### src/rtl/elevator_motion_controller.sv
// Cab motion and door sequencer: steps the cab one floor per travel period toward
// i_target_floor, pulses o_floor_reached on arrival, then holds the door open for a dwell.
module elevator_motion_controller #(
  parameter int unsigned TRAVEL_CYCLES = 16,
  parameter int unsigned DOOR_CYCLES   = 32
) (
  input  logic       clk,
  input  logic       rst,
  input  logic [2:0] i_floor_requests,
  input  logic [1:0] i_target_floor,
  input  logic       i_door_hold,
  output logic [1:0] o_current_floor,
  output logic       o_floor_reached,
  output logic       o_moving_up,
  output logic       o_moving_down,
  output logic       o_door_open,
  output logic       o_busy
);

  localparam int unsigned TW = (TRAVEL_CYCLES > 1) ? $clog2(TRAVEL_CYCLES) : 1;
  localparam int unsigned DW = (DOOR_CYCLES > 1) ? $clog2(DOOR_CYCLES) : 1;
  localparam logic [TW-1:0] TRAVEL_LOAD = TW'(TRAVEL_CYCLES - 1);
  localparam logic [DW-1:0] DOOR_LOAD   = DW'(DOOR_CYCLES - 1);

  typedef enum logic [2:0] {
    StIdle,
    StMoveUp,
    StMoveDown,
    StArrive,
    StDoorOpen
  } state_e;

  state_e        r_state, w_state_next;
  logic [1:0]    r_floor, w_floor_next;
  logic [TW-1:0] r_travel_cnt, w_travel_next;
  logic [DW-1:0] r_door_cnt, w_door_next;

  logic w_floor_reached, w_moving_up, w_moving_down, w_door_open, w_busy;

  // Direction decision at a floor boundary, made against the floor just reached.
  function automatic state_e boundary_state(input logic [1:0] tgt, input logic [1:0] fl);
    if (tgt == 2'd3)    return StIdle;
    else if (tgt == fl) return StArrive;
    else if (tgt > fl)  return StMoveUp;
    else                return StMoveDown;
  endfunction

  // State, floor, counters and registered outputs; reset overrides everything.
  always_ff @(posedge clk) begin
    if (rst) begin
      r_state         <= StIdle;
      r_floor         <= 2'd0;
      r_travel_cnt    <= '0;
      r_door_cnt      <= '0;
      o_floor_reached <= 1'b0;
      o_moving_up     <= 1'b0;
      o_moving_down   <= 1'b0;
      o_door_open     <= 1'b0;
      o_busy          <= 1'b0;
    end else begin
      r_state         <= w_state_next;
      r_floor         <= w_floor_next;
      r_travel_cnt    <= w_travel_next;
      r_door_cnt      <= w_door_next;
      o_floor_reached <= w_floor_reached;
      o_moving_up     <= w_moving_up;
      o_moving_down   <= w_moving_down;
      o_door_open     <= w_door_open;
      o_busy          <= w_busy;
    end
  end

  // Next-state, floor and counter logic.
  always_comb begin
    w_state_next  = r_state;
    w_floor_next  = r_floor;
    w_travel_next = r_travel_cnt;
    w_door_next   = r_door_cnt;
    case (r_state)
      StIdle: begin
        if (i_floor_requests != 3'b000 && i_target_floor != 2'd3) begin
          if (i_target_floor > r_floor) begin
            w_state_next  = StMoveUp;
            w_travel_next = TRAVEL_LOAD;
          end else if (i_target_floor < r_floor) begin
            w_state_next  = StMoveDown;
            w_travel_next = TRAVEL_LOAD;
          end else if (i_floor_requests[r_floor]) begin
            w_state_next = StArrive;
          end
        end
      end
      StMoveUp, StMoveDown: begin
        if (r_travel_cnt != '0) begin
          w_travel_next = r_travel_cnt - 1'b1;
        end else if ((r_state == StMoveUp && r_floor == 2'd2) ||
                     (r_state == StMoveDown && r_floor == 2'd0)) begin
          // Already at the end of the shaft: stop rather than wrap.
          w_state_next = StIdle;
        end else begin
          w_floor_next  = (r_state == StMoveUp) ? r_floor + 2'd1 : r_floor - 2'd1;
          w_state_next  = boundary_state(i_target_floor, w_floor_next);
          w_travel_next = TRAVEL_LOAD;
        end
      end
      StArrive: begin
        w_state_next = StDoorOpen;
        w_door_next  = DOOR_LOAD;
      end
      StDoorOpen: begin
        if (i_door_hold) begin
          w_door_next = DOOR_LOAD;
        end else if (r_door_cnt == '0) begin
          w_state_next = StIdle;
        end else begin
          w_door_next = r_door_cnt - 1'b1;
        end
      end
      default: w_state_next = StIdle;
    endcase
  end

  // Outputs decode the next state so they are valid in the cycle the state is entered.
  always_comb begin
    w_floor_reached = (w_state_next == StArrive);
    w_moving_up     = (w_state_next == StMoveUp);
    w_moving_down   = (w_state_next == StMoveDown);
    w_door_open     = (w_state_next == StDoorOpen);
    w_busy          = (w_state_next != StIdle);
  end

  assign o_current_floor = r_floor;

endmodule

### config.mk
export PLATFORM = sky130hd
export DESIGN_NAME = elevator_motion_controller
export DESIGN_NICKNAME = d
export VERILOG_FILES = /design/src/rtl/elevator_motion_controller.sv
export SDC_FILE = /design/constraint.sdc
export NUM_CORES = 1
export LEC_CHECK = 0
export BUFFER_PORTS_ARGS = -buffer_cell sky130_fd_sc_hd__buf_4
export CORE_MARGIN = 8
export CORE_UTILIZATION = 55
export DETAILED_ROUTE_END_ITERATION = 10
export GPL_TIMING_DRIVEN = 0
export PLACE_DENSITY = 0.89
export SYNTH_ARGS = -nofsm -noshare
export SYNTH_HDL_FRONTEND = slang
export SYNTH_SLANG_ARGS = --single-unit
### constraint.sdc
create_clock -name clk -period 4.81 [get_ports clk]
set_input_delay 0.2405 -clock clk [delete_from_list [all_inputs] [get_ports clk]]
set_output_delay 0.2405 -clock clk [all_outputs]
set_load 0.02 [all_outputs]
Word level (Yosys, flattened, before mapping)
Cells that the tools add are included.
W data, S select, Z words.
Cells by class
  $lt $le $gt $ge: 4
  reduce and logical (&&, ||, !) cells: 16
  muxes and demuxes: 24
  add/sub/neg operators: 4
  bitwise gates (word level): 2
  eq/ne operators: 16
Operator list (number)
  $mux W3: 7
  $mux W4: 5
  $eq A3 B2 Y1 const B: 4
  $pmux W3 S4: 1
  $mux W2: 5
  $mux W5: 2
  $pmux W5 S2: 1
  $ne A3 B3 Y1 const B: 3
  $pmux W4 S2: 1
  $eq A3 B1 Y1 const B: 2
  $eq A3 B3 Y1 const B: 2
  $reduce_bool A3 Y1: 2
  $logic_not A5 Y1: 1
  $sub A5 B1 Y5 const B: 1
  $eq A2 B2 Y1 const B: 2
  $gt A2 B2 Y1: 2
  $ne A2 B2 Y1 const B: 2
  $reduce_and A4 Y1: 1
  $reduce_bool A2 Y1: 2
  $reduce_bool A4 Y1: 1
  $sub A4 B1 Y4 const B: 1
  $logic_and A1 B1 Y1: 3
  $logic_not A3 Y1: 1
  $lt A2 B3 Y1 const B: 1
  12 further kinds: 13
Storage, ports and cells
  logic and storage cells: 75
  output and inout port bits: 7
  bits in registers: 19

Logic depth before layout (Yosys ltp)
Gate-level depths: netlist (run 1).
  depth after elaboration: 10
  gate-level depth with buffers: 9
  gate-level depth less buffers: 9

Worst setup path before layout (run 1)
Ideal clock, no wire load.
  path kind: register -> register
  from: reg r_floor[0] (netlist: o_current_floor[0])
  to: reg o_busy
  setup slack: 2668 ps
  arrival time: 2061 ps
  stages on the path, launching flop included: 10
  data required time: 4729 ps
  path buffers: 1
  cell sequence: dfxtp_1 clkbuf_1 xnor2_1 xnor2_1 ha_1 nor2b_1 o21ai_0 a21oi_1 o31a_1 a41oi_1
On the way
  cells in the longest elaborated chain, start to end: 10
Ends and longest elaborated chain
  start, declared: RTL line 34  | logic [1:0] r_floor, w_floor_next;
  start signal, assigned: RTL line 62  | r_floor <= w_floor_next;
  $sub A2 B1 Y2 / $add A2 B1 Y2 (equally long branches): RTL line 101  | w_floor_next = (r_state == StMoveUp) ? r_floor + 2'd1 : r_floor - 2'd1;
  $mux W2: RTL line 101
  $gt A2 B2 Y1: RTL line 44  | else if (tgt > fl) return StMoveUp;
  $mux W2: RTL line 44
  $mux W2: RTL line 43  | else if (tgt == fl) return StArrive;
  $mux W2: RTL line 42  | if (tgt == 2'd3) return StIdle;
  $mux W2: RTL line 96  | end else if ((r_state == StMoveUp && r_floor == 2'd2) ||
  $mux W3: RTL line 94  | if (r_travel_cnt != '0) begin
  $pmux W3 S4 (*): RTL line 79  | case (r_state)
  $reduce_bool A3 Y1 (*): RTL line 129  | w_busy = (w_state_next != StIdle);
  end signal, assigned: RTL line 69  | o_busy <= w_busy;
  end, declared: RTL line 17  | output logic o_busy
Every way passes the cells marked *; elsewhere a longest branch is shown, timed or not. The select of a mux whose other input is x is not followed.
A chain may end at the register's enable or synchronous reset.

Worst setup path after layout (run 1)
Ends and elaborated chain as after synthesis.

==> out/qor.yml, run 1 <==
top_layer: "met4"
setup_tns_ps: 0
vias: 976
coreArea_mm2: 0.00190
wire_per_inst_um: 13.8
syn_area_per_cell_um2: 8.62
cp_slowest_cell: "dfxtp_1"
tightest_slew_ps: 442
worst_path_largest_cell_delay_ps: 360
viasPerCell: 5.78
place_area_mm2: 0.00121
fmax_mhz: 425
gr-total-overflow: 0
fin_area_mm2: 0.00124
root_buffer: "clkbuf_4"
layout_common_cells: "dfxtp_1, nor2_1, buf_4"
worst-setup-path-type: "reg -> reg"
met1_length_um: 1010
routed_wl_um: 2340
grt_max_degree: 12
cts_resized: 0
diodes: 0
grt_pass1_vias: 908
crit_path_start_kind: "flop"
die_area_mm2: 0.00363
cts_buffer_depth: 2
post-place-ws_ps: 2610
min_path_type: "in -> reg"
drv_slew: 0
synth.cell_area_mm2: 0.00108
ir_drop_v: 0.000308
grt_pass1_wl_um: 3800
cp.arrival_ps: 2580
h-tree-depth: 1
cts_made_buffers: 3
worstSetupEndpointType: "flop"
syn_inst: 125
clkLatencyLatePin_ps: 300
hold_viol_final: 0
ys.flop_type: "dfxtp_1"
stdcell_count: 169
place_congestion: 0.918
leakage_nw: 0.485
ys_seq_elements: 19
die_w_um: 60.3
synth_edf_count: 0
critical_path_cell_count: 9
fp-row-count: 16
syn_nets: 139
crit_chain: "clkbuf_1, xnor2_1, xnor2_1, ha_1, nor2b_1, o21ai_0, a21oi_1, o31a_1, a41oi_1"
cp_max_fo: 7
relSlewSlack: 0.697
ios: 15
ant_nets: 0
worstPathRequired_ps: 5040
dr.pass1.iters: 4
critPathBufInv: 1
worst_slack_ps: 2460
place_inst: 165
fin_worst_skew_ps: 5.25
maxCapViolCount: 0
cts_hold_buf: 0
powerDensity_mw_per_mm2: 526
grt_util_all_layers: 0.136
fin_crit_ps: 2350
antenna_found_initial: 0
cts_tree: "built"
cp_top_family: "compound AO/OA/AOI/OAI gates"
start_util: 0.566
io_buffers: 13
dp_hpwl_um: 1770
finalCritPeriodShare: 0.489
area_growth_pct: 14.8
cts_sinks: 19
drc: 0
layout.nets: 157
wl_met3_um: 145
rsz0062_at_grt: "false"
die_y_um: 60.3
seq_area_frac_synth: 0.353
clk_pin_slew_ps: 110
cts_setup_buffers: 0
holdPathStages: 2
status: "completed"
ys_types: 44
ys_async_sr_fraction: 0
ys_warn_count: 0
timing.hold.ws_ps: 335
cp_common_cell: "xnor2_1"
drtIter0Drc: 46
finalSetupViolCount: 0
routed-wl-met2_um: 1160
r2r_cells: 9
final_common_cell: "dfxtp_1"
drive_above_1_share: 0.183
worst register-to-register path, cell delays in order (launching register included):
cell      delay (ps)
dfxtp_1          360
clkbuf_1         300
xnor2_1          180
xnor2_1          160
ha_1             280
nor2b_1          140
o21ai_0          230
a21oi_1          110
o31a_1           300
a41oi_1          220
path summary, 6_finish.rpt:
check | from | endpoint | slack (ps)
setup reg to reg | o_current_floor[0] | o_busy | 2460
setup / recovery | o_current_floor[0] | o_busy | 2460
hold reg to reg | r_door_cnt[4] | r_door_cnt[4] | 490
hold / removal | rst | r_travel_cnt[3] | 340
stage by stage:
stage / util / power [W]
2_1_floorplan: - / 0.000485
3_3_place_gp: 0.636 / 0.000549
3_5_place_dp: 0.636 / 0.000567
4_1_cts: 0.650 / 0.000648
5_1_grt: 0.650 / 0.000694
6_report: 0.650 / 0.000651
power breakdown:
group	internal [W]	total [W]	switching [W]
Clock	0.0000310	0.0000817	0.0000506
Sequential	0.000203	0.000238	0.0000348
Combinational	0.000150	0.000331	0.000180
Total	0.000385	0.000651	0.000266
sequential cells by signal, summed over array words and instances (netlist names):
signal and flops:
o_floor_reached 1, o_moving_down 1, o_busy 1, r_door_cnt 5, o_door_open 1, o_current_floor 2
r_travel_cnt 4, r_state 3, o_moving_up 1
Yosys cell counts, drive strengths merged, types with 2 or more instances:
cell | number | area share
or3b | 4 | 0.035
o2111ai | 2 | 0.016
a311oi | 6 | 0.049
a21o | 2 | 0.014
nor3 | 5 | 0.023
nand2b | 5 | 0.029
and2 | 2 | 0.012
buf | 3 | 0.015
a211oi | 2 | 0.014
o21ai | 5 | 0.023
ha | 6 | 0.070
nor2b | 3 | 0.017
xnor2 | 3 | 0.024
o211ai | 3 | 0.026
nor3b | 2 | 0.014
dfxtp | 19 | 0.35
a21oi | 5 | 0.027
o31a | 2 | 0.016
inv | 10 | 0.035
clkbuf | 4 | 0.015
nand2 | 2 | 0.0070
nor2 | 15 | 0.052
cell type report:
cell class                 instances  area, µm²
buffer                             7       32.5
sequential                        19        380
tap                               27       33.8
clock buffer                       3       22.5
inverter                          10       37.5
multi-input combinational         89        627
timing repair buffer              13       97.6
fill                             145        666
clock inverter                     1       5.00
cells by family after synthesis:
family	share of synthesized area
DFF	0.353
xor gates and xnor gates	0.0325
muxes	0.0197
AOI/OAI and AO/OA	0.243
adders and majority gates	0.0697
buffers and inverters	0.0650
and+or+nand+nor	0.217
metal layers:
metal  vias to the layer above  GRT usage
li1                        488          -
met4                         0     0.0510
met2                        36      0.236
met5                         -          0
met3                         5     0.0387
met1                       447      0.150
Power figures use the tool's default switching activity.
==> run 2, diff against run 1 <==
- CORE_UTILIZATION: 55 -> 50
- PLACE_DENSITY: 0.89 -> 0.86
- clock period: 4.81 -> 2.15 ns (I/O delays scaled with it)
==> out/qor.yml, run 2 (same netlist as run 1, synthesis figures left out) <==
top_register: "r_door_cnt"
diodes: 0  # unchanged
grt_util_all_layers: 0.120  # -0.0157
worstPathRequired_ps: 2400  # -2640 ps
post-route-util: 0.606  # -0.0441
status: "completed"
fillCellCount: 191  # +32%
die_y_um: 62.4  # +3.6%
pwr-share-comb: 0.522  # +0.014
ir_drop_v: 0.000798  # +160%
start_util: 0.506  # -0.0600
fin_crit_ps: 2080  # -268 ps
multiInputGateArea_um2: 669  # +6.8%
leakage_nw: 0.498  # +2.7%
internal-power_w: 0.000903  # +130%
drive_above_1_share: 0.255  # +0.0722
finalCritPeriodShare: 0.970  # +0.480
setup_tns_ps: 0  # unchanged
drtIter0Drc: 31  # -33%
fin_worst_skew_ps: 4.43  # -0.823 ps
worstSetupEndpointType: "flop"
switching_share: 0.410  # +0.00116
io_buffers: 13  # unchanged
cts_buffer_depth: 2  # unchanged
worst_path_largest_cell_delay_ps: 380  # +20 ps
layout_common_cells: "buf_4, dfxtp_1, nor2_1"
switching_power_w: 0.000627  # +140%
clkLatencyLatePin_ps: 300  # about the same
vias: 997  # +2.2%
dp_hpwl_um: 1910  # +8.0%
finalSetupViolCount: 0  # unchanged
fmax_mhz: 480  # +13%
cp_slowest_cell: "dfxtp_4"
pwr-share-seq: 0.359  # -0.007
h-tree-depth: 1  # unchanged
tightest_slew_ps: 456  # +14.1 ps
r2r_cells: 8  # -1
min_path_type: "in -> reg"
cts_made_buffers: 3  # unchanged
gr-total-overflow: 0  # unchanged
relSlewSlack: 0.688  # -0.00962
coreArea_mm2: 0.00213  # +12%
hold_viol_final: 0  # unchanged
critPathLaunch: "r_state[1]"
grt_pass1_vias: 944  # +4.0%
wire_per_inst_um: 14.9  # +7.6%
root_buffer: "clkbuf_4"
crit_path_start_kind: "flop"
die_w_um: 62.4  # +3.6%
cp-endpoint: "o_moving_up"
cp_max_fo: 6  # -1
cp.arrival_ps: 2340  # -240 ps
r2r_start: "r_state[1]"
worst-setup-path-type: "reg -> reg"
grt_max_degree: 12  # unchanged
clk_pin_slew_ps: 110  # about the same
area_growth_pct: 19.6
antenna_found_initial: 0  # unchanged
largest_reg_flops: 5  # unchanged
drc: 0  # unchanged
layout.nets: 156  # -0.64%
crit_chain: "nand2b_4, nor2_4, xnor2_2, ha_1, a21boi_0, o2111ai_1, a31oi_1, and2_1"
routed_wl_um: 2520  # +7.6%
grt_pass1_wl_um: 4020  # +6.0%
use_met1: 0.134  # -0.0159
cts_hold_buf: 0  # unchanged
cts_tree: "built"
post-place-ws_ps: -113  # -2720 ps
die_area_mm2: 0.00390  # +7.3%
ff_latch_area_um2: 388  # +2.0%
powerDensity_mw_per_mm2: 1190  # +130%
rrSetupSlack_ps: 70  # -2390 ps
ios: 15  # unchanged
drv_slew: 0  # unchanged
top_usage_layer: "met2"
use_met3: 0.0269  # -0.0118
clock_power_share: 0.120  # -0.006
dr.pass1.iters: 4  # unchanged
worst_slack_ps: 65.4  # -2390 ps
ant_nets: 0  # unchanged
grt_use_met2: 0.224  # -0.0125
place_congestion: 0.918  # about the same
r2r_end: "o_moving_up"
cts_sinks: 19  # unchanged
reg_top3: "r_door_cnt (5), r_travel_cnt (4), r_state (3)"
viasPerCell: 5.90  # +2.2%
maxCapViolCount: 0  # unchanged
fp-row-count: 17  # +1
-- run 2: cell types whose count changed in the layout (fill, tap and decap cells not counted), sizes merged --
cell,before,now
clkbuf,7,6
-- run 2: worst min-delay path by stage --
stage                   from               to  depth (start not counted)
6_report                 rst  r_travel_cnt[1]                          2
5_1_grt                  rst  r_travel_cnt[3]                          2
4_1_cts                  rst  r_travel_cnt[1]                          2
3_5_place_dp   r_door_cnt[4]    r_door_cnt[4]                          2
3_3_place_gp   r_door_cnt[3]    r_door_cnt[3]                          1
2_1_floorplan            rst    r_door_cnt[2]                          2
-- run 2: timing repair --
item,CTS,global route
setup buffers,0,1
setup endpoints to repair,4,4
resized for setup,5,9
pin swaps,0,3
-- run 2: layout make-up --
cell class	count	share of cell area
Clock buffer	3	0.0175
Clock inverter	1	0.00388
Sequential cell	19	0.301
Inverter	10	0.0291
Timing Repair Buffer	14	0.0816
Tap cell	28	0.0272
Multi-Input combinational cell	89	0.519
Buffer	5	0.0204
-- run 2: worst max-delay path, delay by kind of cell (launching register included) --
| family | cells | cell delay (ps) |
|---|---|---|
| AO/OA/AOI/OAI | 3 | 790 |
| adder cells (fa/ha/maj) | 1 | 330 |
| AND/OR/NAND/NOR | 3 | 450 |
| XOR/XNOR | 1 | 80 |
| flip-flops | 1 | 380 |
-- run 2: stage by stage --
step | instance area (µm²) | cells | power, W | hold WS, ps
after floorplan | 1080 | 125 | 0.00108 | 425
after global placement | 1210 | 166 | 0.00123 | 455
after detailed placement | 1210 | 166 | 0.00128 | 467
after CTS | 1250 | 169 | 0.00148 | 197
after global routing | 1290 | 169 | 0.00164 | 217
final | 1290 | 169 | 0.00153 | 209
-- run 2: metal layers --
| metal | share of wire | wire, µm |
|---|---|---|
| met2 | 0.54 | 1350 |
| met5 | 0 | 0 |
| met3 | 0.043 | 109 |
| met4 | 0.013 | 33 |
| met1 | 0.41 | 1030 |
-- run 2: power groups by stage --
| stage | clock (W) | sequential [W] | combinational [W] |
|---|---|---|---|
| floorplan | 0 | 0.000563 | 0.000522 |
| global placement | 0 | 0.000533 | 0.000695 |
| finish | 0.000183 | 0.000549 | 0.000798 |
| global route | 0.000197 | 0.000564 | 0.000880 |
| CTS | 0.000186 | 0.000541 | 0.000752 |
| detailed placement | 0 | 0.000539 | 0.000742 |
